File: config.mk
export PLATFORM = sky130hd
export DESIGN_NAME = ikaopll_tdm_ring
export DESIGN_NICKNAME = d
export VERILOG_FILES = /design/src/rtl/ikaopll_pkg.sv /design/src/rtl/ikaopll_slot_cnt.sv /design/src/rtl/ikaopll_tdm_ring.sv
export SDC_FILE = /design/constraint.sdc
export NUM_CORES = 1
export LEC_CHECK = 0
export ABC_AREA = 1
export ABC_CLOCK_PERIOD_IN_PS = 3060
export BUFFER_PORTS_ARGS = -buffer_cell sky130_fd_sc_hd__clkbuf_2
export CAP_MARGIN = 20
export CORE_MARGIN = 3
export CORE_UTILIZATION = 60
export CTS_BUF_LIST = sky130_fd_sc_hd__clkbuf_8 sky130_fd_sc_hd__clkbuf_16
export CTS_CLUSTER_DIAMETER = 40
export CTS_CLUSTER_SIZE = 24
export DETAILED_ROUTE_END_ITERATION = 7
export GPL_TIMING_DRIVEN = 0
export PLACE_DENSITY_LB_ADDON = 0.25
export SKIP_LAST_GASP = 1
export SYNTH_ARGS = -nofsm -noshare
export SYNTH_HDL_FRONTEND = slang
export SYNTH_HIERARCHICAL = 1
export SYNTH_SLANG_ARGS = --single-unit
File: constraint.sdc
create_clock -name i_EMUCLK -period 3.06 [get_ports i_EMUCLK]
set_clock_uncertainty 0.15 [all_clocks]
set_input_delay 0.153 -clock i_EMUCLK [delete_from_list [all_inputs] [get_ports i_EMUCLK]]
set_output_delay 0.153 -clock i_EMUCLK [all_outputs]
set_load 0.01 [all_outputs]
File: src/rtl/ikaopll_pkg.sv
// Shared definitions for the TDM ring family: tap field width, counter width helper
// and the packed tap-position field type.
package ikaopll_pkg;

    localparam int TAP_FW = 8;

    typedef logic [TAP_FW-1:0] tap_field_t;

    // Width of a counter able to hold 0..n-1, never narrower than one bit.
    function automatic int clog2_min1(input int n);
        int r;
        r = 0;
        for (int i = 0; i < 31; i++) begin
            if ((1 << i) < n) begin
                r = i + 1;
            end
        end
        return (r < 1) ? 1 : r;
    endfunction

endpackage

File: src/rtl/ikaopll_slot_cnt.sv
// Slot counter for TDM pipelines: counts 0..LENGTH-1, restarts on i_SYNC,
// with a registered wrap flag that is high while the count sits on the last slot.
module ikaopll_slot_cnt
    import ikaopll_pkg::*;
#(
    parameter int LENGTH = 18,
    localparam int SW = clog2_min1(LENGTH)
) (
    input  logic          i_EMUCLK,
    input  logic          i_RST_n,
    input  logic          i_CEN_n,
    input  logic          i_SYNC,
    output logic [SW-1:0] o_SLOT,
    output logic          o_WRAP
);

    localparam logic [SW-1:0] LAST_SLOT = SW'(LENGTH - 1);

    logic [SW-1:0] r_cnt;
    logic          r_wrap;
    logic [SW-1:0] w_cnt_next;

    // Resync takes priority; on the wrap tick both paths land on 0 anyway.
    always_comb begin
        w_cnt_next = r_cnt + 1'b1;
        if (i_SYNC) begin
            w_cnt_next = '0;
        end else if (r_cnt == LAST_SLOT) begin
            w_cnt_next = '0;
        end
    end

    always_ff @(posedge i_EMUCLK or negedge i_RST_n) begin
        if (!i_RST_n) begin
            r_cnt  <= '0;
            r_wrap <= 1'b0;
        end else if (!i_CEN_n) begin
            r_cnt  <= w_cnt_next;
            r_wrap <= (w_cnt_next == LAST_SLOT);
        end
    end

    assign o_SLOT = r_cnt;
    assign o_WRAP = r_wrap;

endmodule

File: src/rtl/ikaopll_tdm_ring.sv
// Multi-tap TDM shift ring with recirculation, write override and slot tracking.
// Optional debug readback port enabled by defining IKAOPLL_TDM_RING_DBG_EN.
module ikaopll_tdm_ring
    import ikaopll_pkg::*;
#(
    parameter int                     WIDTH  = 8,
    parameter int                     LENGTH = 18,
    parameter int                     NTAP   = 3,
    parameter logic [NTAP*TAP_FW-1:0] TAPS   = {8'd9, 8'd6, 8'd0},
    localparam int                    SW     = clog2_min1(LENGTH)
) (
    input  logic                  i_EMUCLK,
    input  logic                  i_RST_n,
    input  logic                  i_CEN_n,
    input  logic                  i_SYNC,
    input  logic                  i_RECIRC,
    input  logic                  i_WR,
    input  logic [WIDTH-1:0]      i_D,
`ifdef IKAOPLL_TDM_RING_DBG_EN
    input  logic [SW-1:0]         i_DBG_SEL,
    output logic [WIDTH-1:0]      o_DBG_Q,
`endif
    output logic [SW-1:0]         o_SLOT,
    output logic                  o_WRAP,
    output logic [NTAP*WIDTH-1:0] o_Q_TAP,
    output logic [WIDTH-1:0]      o_Q_LAST
);

    generate
        if (WIDTH < 1) begin : g_bad_width
            $error("ikaopll_tdm_ring: WIDTH must be >= 1");
        end
        if (LENGTH < 2) begin : g_bad_length
            $error("ikaopll_tdm_ring: LENGTH must be >= 2");
        end
    endgenerate

    logic [WIDTH-1:0] r_stage [0:LENGTH-1];
    logic [WIDTH-1:0] w_nxt;

    // A write always lands, even while the ring is recirculating.
    assign w_nxt = (i_WR | ~i_RECIRC) ? i_D : r_stage[LENGTH-1];

    always_ff @(posedge i_EMUCLK or negedge i_RST_n) begin
        if (!i_RST_n) begin
            for (int n = 0; n < LENGTH; n++) begin
                r_stage[n] <= '0;
            end
        end else if (!i_CEN_n) begin
            r_stage[0] <= w_nxt;
            for (int n = 1; n < LENGTH; n++) begin
                r_stage[n] <= r_stage[n-1];
            end
        end
    end

    assign o_Q_LAST = r_stage[LENGTH-1];

    // Tap position 0 is the stage-0 input itself; position m is the output of stage m-1.
    genvar gi;
    generate
        for (gi = 0; gi < NTAP; gi++) begin : g_tap
            localparam tap_field_t TP = TAPS[gi*TAP_FW +: TAP_FW];
            if (int'(TP) > LENGTH) begin : g_out_of_range
                $error("ikaopll_tdm_ring: tap %0d position %0d exceeds LENGTH %0d",
                       gi, TP, LENGTH);
                assign o_Q_TAP[gi*WIDTH +: WIDTH] = '0;
            end else if (int'(TP) == 0) begin : g_input
                assign o_Q_TAP[gi*WIDTH +: WIDTH] = w_nxt;
            end else begin : g_stage
                assign o_Q_TAP[gi*WIDTH +: WIDTH] = r_stage[int'(TP) - 1];
            end
        end
    endgenerate

`ifdef IKAOPLL_TDM_RING_DBG_EN
    assign o_DBG_Q = (int'(i_DBG_SEL) < LENGTH) ? r_stage[i_DBG_SEL] : '0;
`endif

    ikaopll_slot_cnt #(
        .LENGTH (LENGTH)
    ) u_slot_cnt (
        .i_EMUCLK (i_EMUCLK),
        .i_RST_n  (i_RST_n),
        .i_CEN_n  (i_CEN_n),
        .i_SYNC   (i_SYNC),
        .o_SLOT   (o_SLOT),
        .o_WRAP   (o_WRAP)
    );

endmodule

==> results of run 1 <==
==> through the flow <==
stage,area (um2),setup WS (ns)
2_1_floorplan,6060,1.71
3_3_place_gp,6480,-0.702
3_5_place_dp,6510,1.62
4_1_cts,7280,1.06
5_1_grt,7280,0.909
6_report,7280,1.05
==> worst reg2reg max path, stage by stage (launching register included) <==
cell	delay [ns]
dfrtp_1	0.44
ha_1	0.33
nor2_1	0.12
nor2_1	0.07
nand2_1	0.07
nor2_1	0.04
nand3_1	0.08
nand2_1	0.05
dlygate4sd3_1	0.55
==> power by group <==
group / total (mW) / switching, mW / internal, mW
Sequential: 2.43 / 0.151 / 2.28
Clock: 1.93 / 0.796 / 1.14
Combinational: 0.679 / 0.389 / 0.290
Total: 5.04 / 1.34 / 3.71
==> cells by family after synthesis <==
kind of cell / Yosys count / synth area share
fa+ha+maj: 2 / 0.00413
simple gates: 220 / 0.146
flops: 150 / 0.619
buf+inv: 142 / 0.117
compound gates: 135 / 0.112
xor+xnor: 1 / 0.00145
==> worst min path at each step <==
stage               cells after the start           end  slack (ns)   startpoint
finish                                  2  r_stage[119]        0.07      i_RST_n
global route                            2    r_stage[9]        0.11      i_RST_n
CTS                                     2   o_Q_LAST[3]        0.07      i_RST_n
detailed placement                      1   o_Q_LAST[2]        0.06      i_RST_n
global placement                        2   r_stage[14]        0.30  r_stage[22]
floorplan                               0   o_Q_LAST[0]       -0.29      i_RST_n
==> per-layer routing <==
layer,vias to the layer above,track usage
met5,-,0
met4,0,0.111
met3,21,0.0498
met2,101,0.389
met1,2211,0.318
li1,2181,-
==> synth_stat cells, types with 4 or more instances <==
cell,instances,area (um2)
buf_2,7,35.0
o21ai_0,124,621
nand3_1,19,95.1
and2_1,8,50.1
nor2_1,4,15.0
nand2_1,185,694
dfrtp_1,150,3750
o21ai_1,8,40.0
inv_1,84,315
clkbuf_1,8,30.0
buf_4,32,240
buf_6,6,67.6
==> final cells by class <==
cell class	count	area, um2	area share
plain buffers	56	388	0.0533
clock buffers	20	455	0.0625
clock inverters	12	104	0.0143
inverters	86	323	0.0443
multi-input cells	358	1600	0.219
flip-flops and latches	150	3750	0.515
well taps	133	166	0.0228
repair buffers	72	497	0.0682
==> repair_timing <==
action                                 CTS  global route
hold buffers                            21             0
endpoints found under the hold margin   95             0
setup endpoints to repair                0             0
==> flip-flops by register name, indices dropped and copies added, names as in the netlist <==
| name | flops |
|---|---|
| r_stage | 120 |
| u_slot_cnt/o_SLOT | 5 |
| u_slot_cnt/o_WRAP | 1 |
| o_Q_LAST | 8 |
| o_Q_TAP | 16 |
==> summary.md, run 1 <==
| Metric | Value |
|---|---|
| Vias per std cell | `5.09` |
| Clk_lat worst skew | `0.53 ns` |
| Chip height | `107 um` |
| Core ar. | `about 9800 um2` |
| Post-CTS setup buffers | `0` |
| Slowest CP cell | `dlygate4sd3_1` |
| Hold crit path type | `in2async` |
| Finished Layout Cells | `887` |
| Met3 wire length | `504 um` |
| Initial Utilization | `0.617` |
| H-tree depth | `4` |
| Ant. Diodes | `0` |
| Drt pass-1 iters | `5` |
| Worst slew margin | `0.600` |
| Final Cycle Share | `0.658` |
| Finished Core Util | `0.742` |
| Max-slew violations | `0` |
| Layout area overhead | `20.2%` |
| CP Cell Sequence | `ha_1, nor2_1, nor2_1, nand2_1, nor2_1, nand3_1, nand2_1, dlygate4sd3_1` |
| Power, Total | `5.04 mW` |
| First DRT Iteration DRCs | `287` |
| Initial antenna violation count | `0` |
| Count of cell types in the netlist | `21` |
| Nets | `around 760` |
| First-pass GRT wire length | `21400 um` |
| ANT nets after route | `0` |
| FF+latch count, synth | `150` |
| Die W | `107 um` |
| WP data required | `3.32 ns` |
| Clk root buf | `clkbuf_8` |
| FF-to-FF Start | `u_slot_cnt/o_SLOT[0]` |
| Vias | `about 4500` |
| Setup Viol. Count Final | `0` |
| YS warnings | `6` |
| Delay-heaviest family, CP | `buffers and inverters` |
| CP Capture Type | `flop` |
| # Max-Cap Violations | `0` |
| Tot GR Track Use | `0.241` |
| Max layer used | `met4` |
| Seq/Total Area, Yosys | `0.619` |
| Cell count after synthesis | `650` |
| Post-CTS Resized | `0` |
| Slew @ Worst Pin | `0.600 ns` |
| Core Rows | `36` |
| Levels on crit path | `8` |
| Total Wirelength | `12300 um` |
| Ports | `52` |
| Post-DP HPWL | `7880 um` |
| Critical-path maximum fanout | `7` |
| FF-to-FF End | `u_slot_cnt/o_WRAP` |
| WHS | `0.0671 ns` |
| Critical path type | `reg2reg` |
| Met1 Wirelength | `~5600 um` |
| Buffers plus inverters on the worst setup path | `1` |
| Leakage power | `3.62 nW` |
| Vias in the first global route | `4581` |
| Status | `completed` |
| Placer Congestion | `0.823` |
| CTS tree | `done` |
| Cell mode on critical path | `nor2_1` |
| WL met2 | `5980 um` |
| Post-Place Cells | `834` |
| Commonest non-fill, non-tap cell in the layout | `nand2_1` |
| Largest net degree at the start of global routing | `77` |
| Die area | `around 11000 um2` |
| Final min period | `2.01 ns` |
| Total gr overflow | `0` |
| Final Hold Viols | `0` |
| Crit path launch type | `flop` |
| RSZ-0062 raised after global routing | `false` |
| Setup Total Neg Slack | `0 ns` |
| Crit-path max cell delay | `0.55 ns` |
| Syn nets | `666` |
| Async S/R FF share, synth | `1.00` |
| PortBufs | `50` |
| CTS buffer count | `17` |
| PwrDens | `693 nW/um2` |
| Most frequent cells in the layout | `185 x nand2_1, 150 x dfrtp_1, 124 x o21ai_0` |
| Maximum clock insertion buffer count | `2` |
| Mapped Area | `6060 um2` |
| Ys flop type | `dfrtp_1` |
| R2R Setup Slk | `about 1.0 ns` |
| Crit path to | `u_slot_cnt/o_WRAP` |
| # fillers | `715` |
| Critical Path Source | `u_slot_cnt/o_SLOT[0]` |
| Mean post-synth cell area | `9.32 um2` |
| Share of layout cells above drive strength 1 | `0.180` |
| WL/cell | `13.9 um` |
| Number of synthesized flops with an enable pin | `0` |
| R2r worst-path depth | `8` |
| CP arrival | `2.27 ns` |
| VDD IR-drop max | `approximately 0.49 mV` |
| Max Fclk | `about 500 MHz` |
| Reg clk slew, reported paths | `0.06 ns` |
| # DRC | `0` |
| Clock sinks | `150` |
Power figures use the tool's default switching activity.
==> inputs of run 2 (changes only) <==
ABC_CLOCK_PERIOD_IN_PS = 2000   (was 3060)
CORE_UTILIZATION = 59   (was 60)
clock period = 2 ns   (was 3.06 ns; I/O delays follow)
==> run 2 against run 1 <==
  * The flow now finishes with violations (negative hold slack)
  * Sequential power up 53%
  * Via count up 1.9%
  * Global-route usage up 1.1 points
  * Clock power up 56%
  * Total power up 55%
  * Sequential share of layout area down 0.39 points
  * Combinational power up 58%
  * Critical path depth unchanged
  * Die area up 1.6%
  * Hold slack worse by 0.079 ns
  * Non-clock buffer count up 5
  * Worst setup slack worse by 0.91 ns
  * Critical path type is now in2reg
==> summary.md, run 2 (synthesis results as in run 1) <==
| Metric | Value |
|---|---|
| Status | `finished, violations left` |
| CTS buffer count | `17 (unchanged)` |
| Max Fclk | `538 MHz` |
| First-pass GRT wire length | `22900 um (+7.0%)` |
| Vias in the first global route | `4854 (+6.0%)` |
| ANT nets after route | `0 (unchanged)` |
| CTS tree | `done` |
| Worst slew margin | `0.603 (+0.00257)` |
| Crit path launch type | `input port` |
| FF-to-FF End | `r_stage[139]` |
| Most frequent cells in the layout | `185 x nand2_1, 150 x dfrtp_1, 124 x o21ai_0` |
| Slew @ Worst Pin | `0.596 ns (-0.00386 ns)` |
| Final Cycle Share | `0.929` |
| WHS | `-0.0120 ns (-0.0791 ns)` |
| Share of layout cells above drive strength 1 | `0.177 (-0.00382)` |
| Fin area | `7340 um2 (+0.76%)` |
| Met3 wire length | `468 um (-7.1%)` |
| Hold crit path type | `in2async` |
| Critical path type | `in2reg` |
| CP arrival | `2.11 ns (-0.16 ns)` |
| R2r worst-path depth | `5 (-3)` |
| Initial Utilization | `0.614 (-0.00282)` |
| Tot GR Track Use | `0.252 (+0.0106)` |
| Nets | `762 (+0.66%)` |
| Die area | `11500 um2 (+1.6%)` |
| Clk root buf | `clkbuf_8` |
| Setup Viol. Count Final | `0 (unchanged)` |
| Largest net degree at the start of global routing | `78 (+1.3%)` |
| Final min period | `around 1.9 ns` |
| Setup Total Neg Slack | `0 ns (unchanged)` |
| Ports | `52 (unchanged)` |
| Post-CTS setup buffers | `0 (unchanged)` |
| Vias per std cell | `5.15 (+1.3%)` |
| PwrDens | `1070 nW/um2 (+54%)` |
| Post-DP HPWL | `7940 um (+0.84%)` |
| Leakage power | `3.65 nW (+0.90%)` |
| Clock sinks | `150 (unchanged)` |
| Reg clk slew, reported paths | `0.06 ns (about the same)` |
| Total gr overflow | `0 (unchanged)` |
| Critical-path maximum fanout | `2 (-5)` |
| Core Rows | `36 (unchanged)` |
| WL met2 | `6820 um (+14%)` |
| Core ar. | `9860 um2 (+0.46%)` |
| Finished Layout Cells | `892 (+0.56%)` |
| First DRT Iteration DRCs | `295 (+2.8%)` |
| Final Hold Viols | `2 (+2)` |
| H-tree depth | `4 (unchanged)` |
| CTS Hold Buffers Added | `26 (+24%)` |
| Post-Place Cells | `834 (unchanged)` |
| Power, Total | `7.83 mW (+55%)` |
| WL/cell | `14.8 um (+6.7%)` |
| PortBufs | `50 (unchanged)` |
| # DRC | `0 (unchanged)` |
| Max layer used | `met4` |
| CP Capture Type | `flop` |
| Largest register FFs | `120 (unchanged)` |
| Placer Congestion | `0.823 (about the same)` |
| # Max-Cap Violations | `0 (unchanged)` |
| Met1 Wirelength | `5750 um (+3.1%)` |
| Layout area overhead | `21.1%` |
| Die W | `107 um (+0.80%)` |
| Vias | `4598 (+1.9%)` |
| Chip height | `107 um (+0.80%)` |
| Post-DP Area | `6510 um2 (unchanged)` |
| Initial antenna violation count | `0 (unchanged)` |
| Largest register by flop count | `r_stage` |
| Failing checks | `negative hold slack` |
| Post-CTS Resized | `0 (unchanged)` |
| R2R Setup Slk | `0.41 ns (-0.64 ns)` |
| Drt pass-1 iters | `5 (unchanged)` |
| Clk_lat worst skew | `0.52 ns (about the same)` |
| Maximum clock insertion buffer count | `2 (unchanged)` |
| Ant. Diodes | `0 (unchanged)` |
| RSZ-0062 raised after global routing | `false` |
| Total Wirelength | `13200 um (+7.3%)` |
| WP data required | `2.26 ns (-1.06 ns)` |
| VDD IR-drop max | `0.896 mV (+84%)` |
| Max-slew violations | `0 (unchanged)` |
| Commonest non-fill, non-tap cell in the layout | `nand2_1` |
| Finished Core Util | `0.744 (+0.00219)` |
| FF-to-FF Start | `o_Q_LAST[3]` |
-- run 2: changes by cell type in the layout (fill, tap and decap cells not counted), sizes merged --
| cell | before | now |
|---|---|---|
| clkinvlp | 6 | 3 |
| bufinv | 1 | 2 |
| inv | 86 | 89 |
| clkbuf | 81 | 79 |
| dlygate4sd3 | 21 | 26 |
| clkinv | 5 | 6 |
-- run 2: power breakdown --
group | internal [mW] | switching (mW) | total [mW]
sequential | 3.49 | 0.235 | 3.73
clock | 1.80 | 1.23 | 3.02
combinational | 0.454 | 0.621 | 1.07
-- run 2: area by class of cell --
cell class	instances	area [um2]
Sequential cell	150	3750
Fill cell	689	2530
Multi-Input combinational cell	358	1600
Timing Repair Buffer	77	547
Clock buffer	18	428
Buffer	56	388
Inverter	86	323
Tap cell	133	166
Clock inverter	14	136
-- run 2: metrics by stage --
stage | hold slack, ns | setup slack [ns]
finish | -0.0120 | 0.142
CTS | 0.0130 | 0.178
global route | 0.0369 | 0.0605
floorplan | -0.346 | 0.650
global placement | 0.260 | -1.69
detailed placement | -0.00246 | 0.543
-- run 2: layer usage --
layer  GRT usage  vias to the layer above
met5           0                        -
met4      0.0766                        0
met3      0.0528                       19
met2       0.420                       99
met1       0.335                     2284
li1            -                     2196
-- run 2: worst max path at each step --
stage                    startpoint           endpoint  slack, ns  cells past startpoint
2_1_floorplan  u_slot_cnt/o_SLOT[0]  u_slot_cnt/o_WRAP       0.65                      7
3_3_place_gp                i_RST_n         o_Q_TAP[9]      -1.69                      1
3_5_place_dp   u_slot_cnt/o_SLOT[0]  u_slot_cnt/o_WRAP       0.54                      8
4_1_cts                     i_CEN_n       r_stage[140]       0.18                      8
5_1_grt                      i_D[1]       r_stage[137]       0.06                      8
6_report                     i_D[7]       r_stage[143]       0.14                      8
-- run 2: worst max-delay path: stages --
cell           delay (ns)
dlygate4sd3_1        0.54
clkbuf_2             0.10
inv_1                0.04
nand2_1              0.05
dlygate4sd3_1        0.56
nand3_1              0.09
dlygate4sd3_1        0.57
nand2_1              0.05
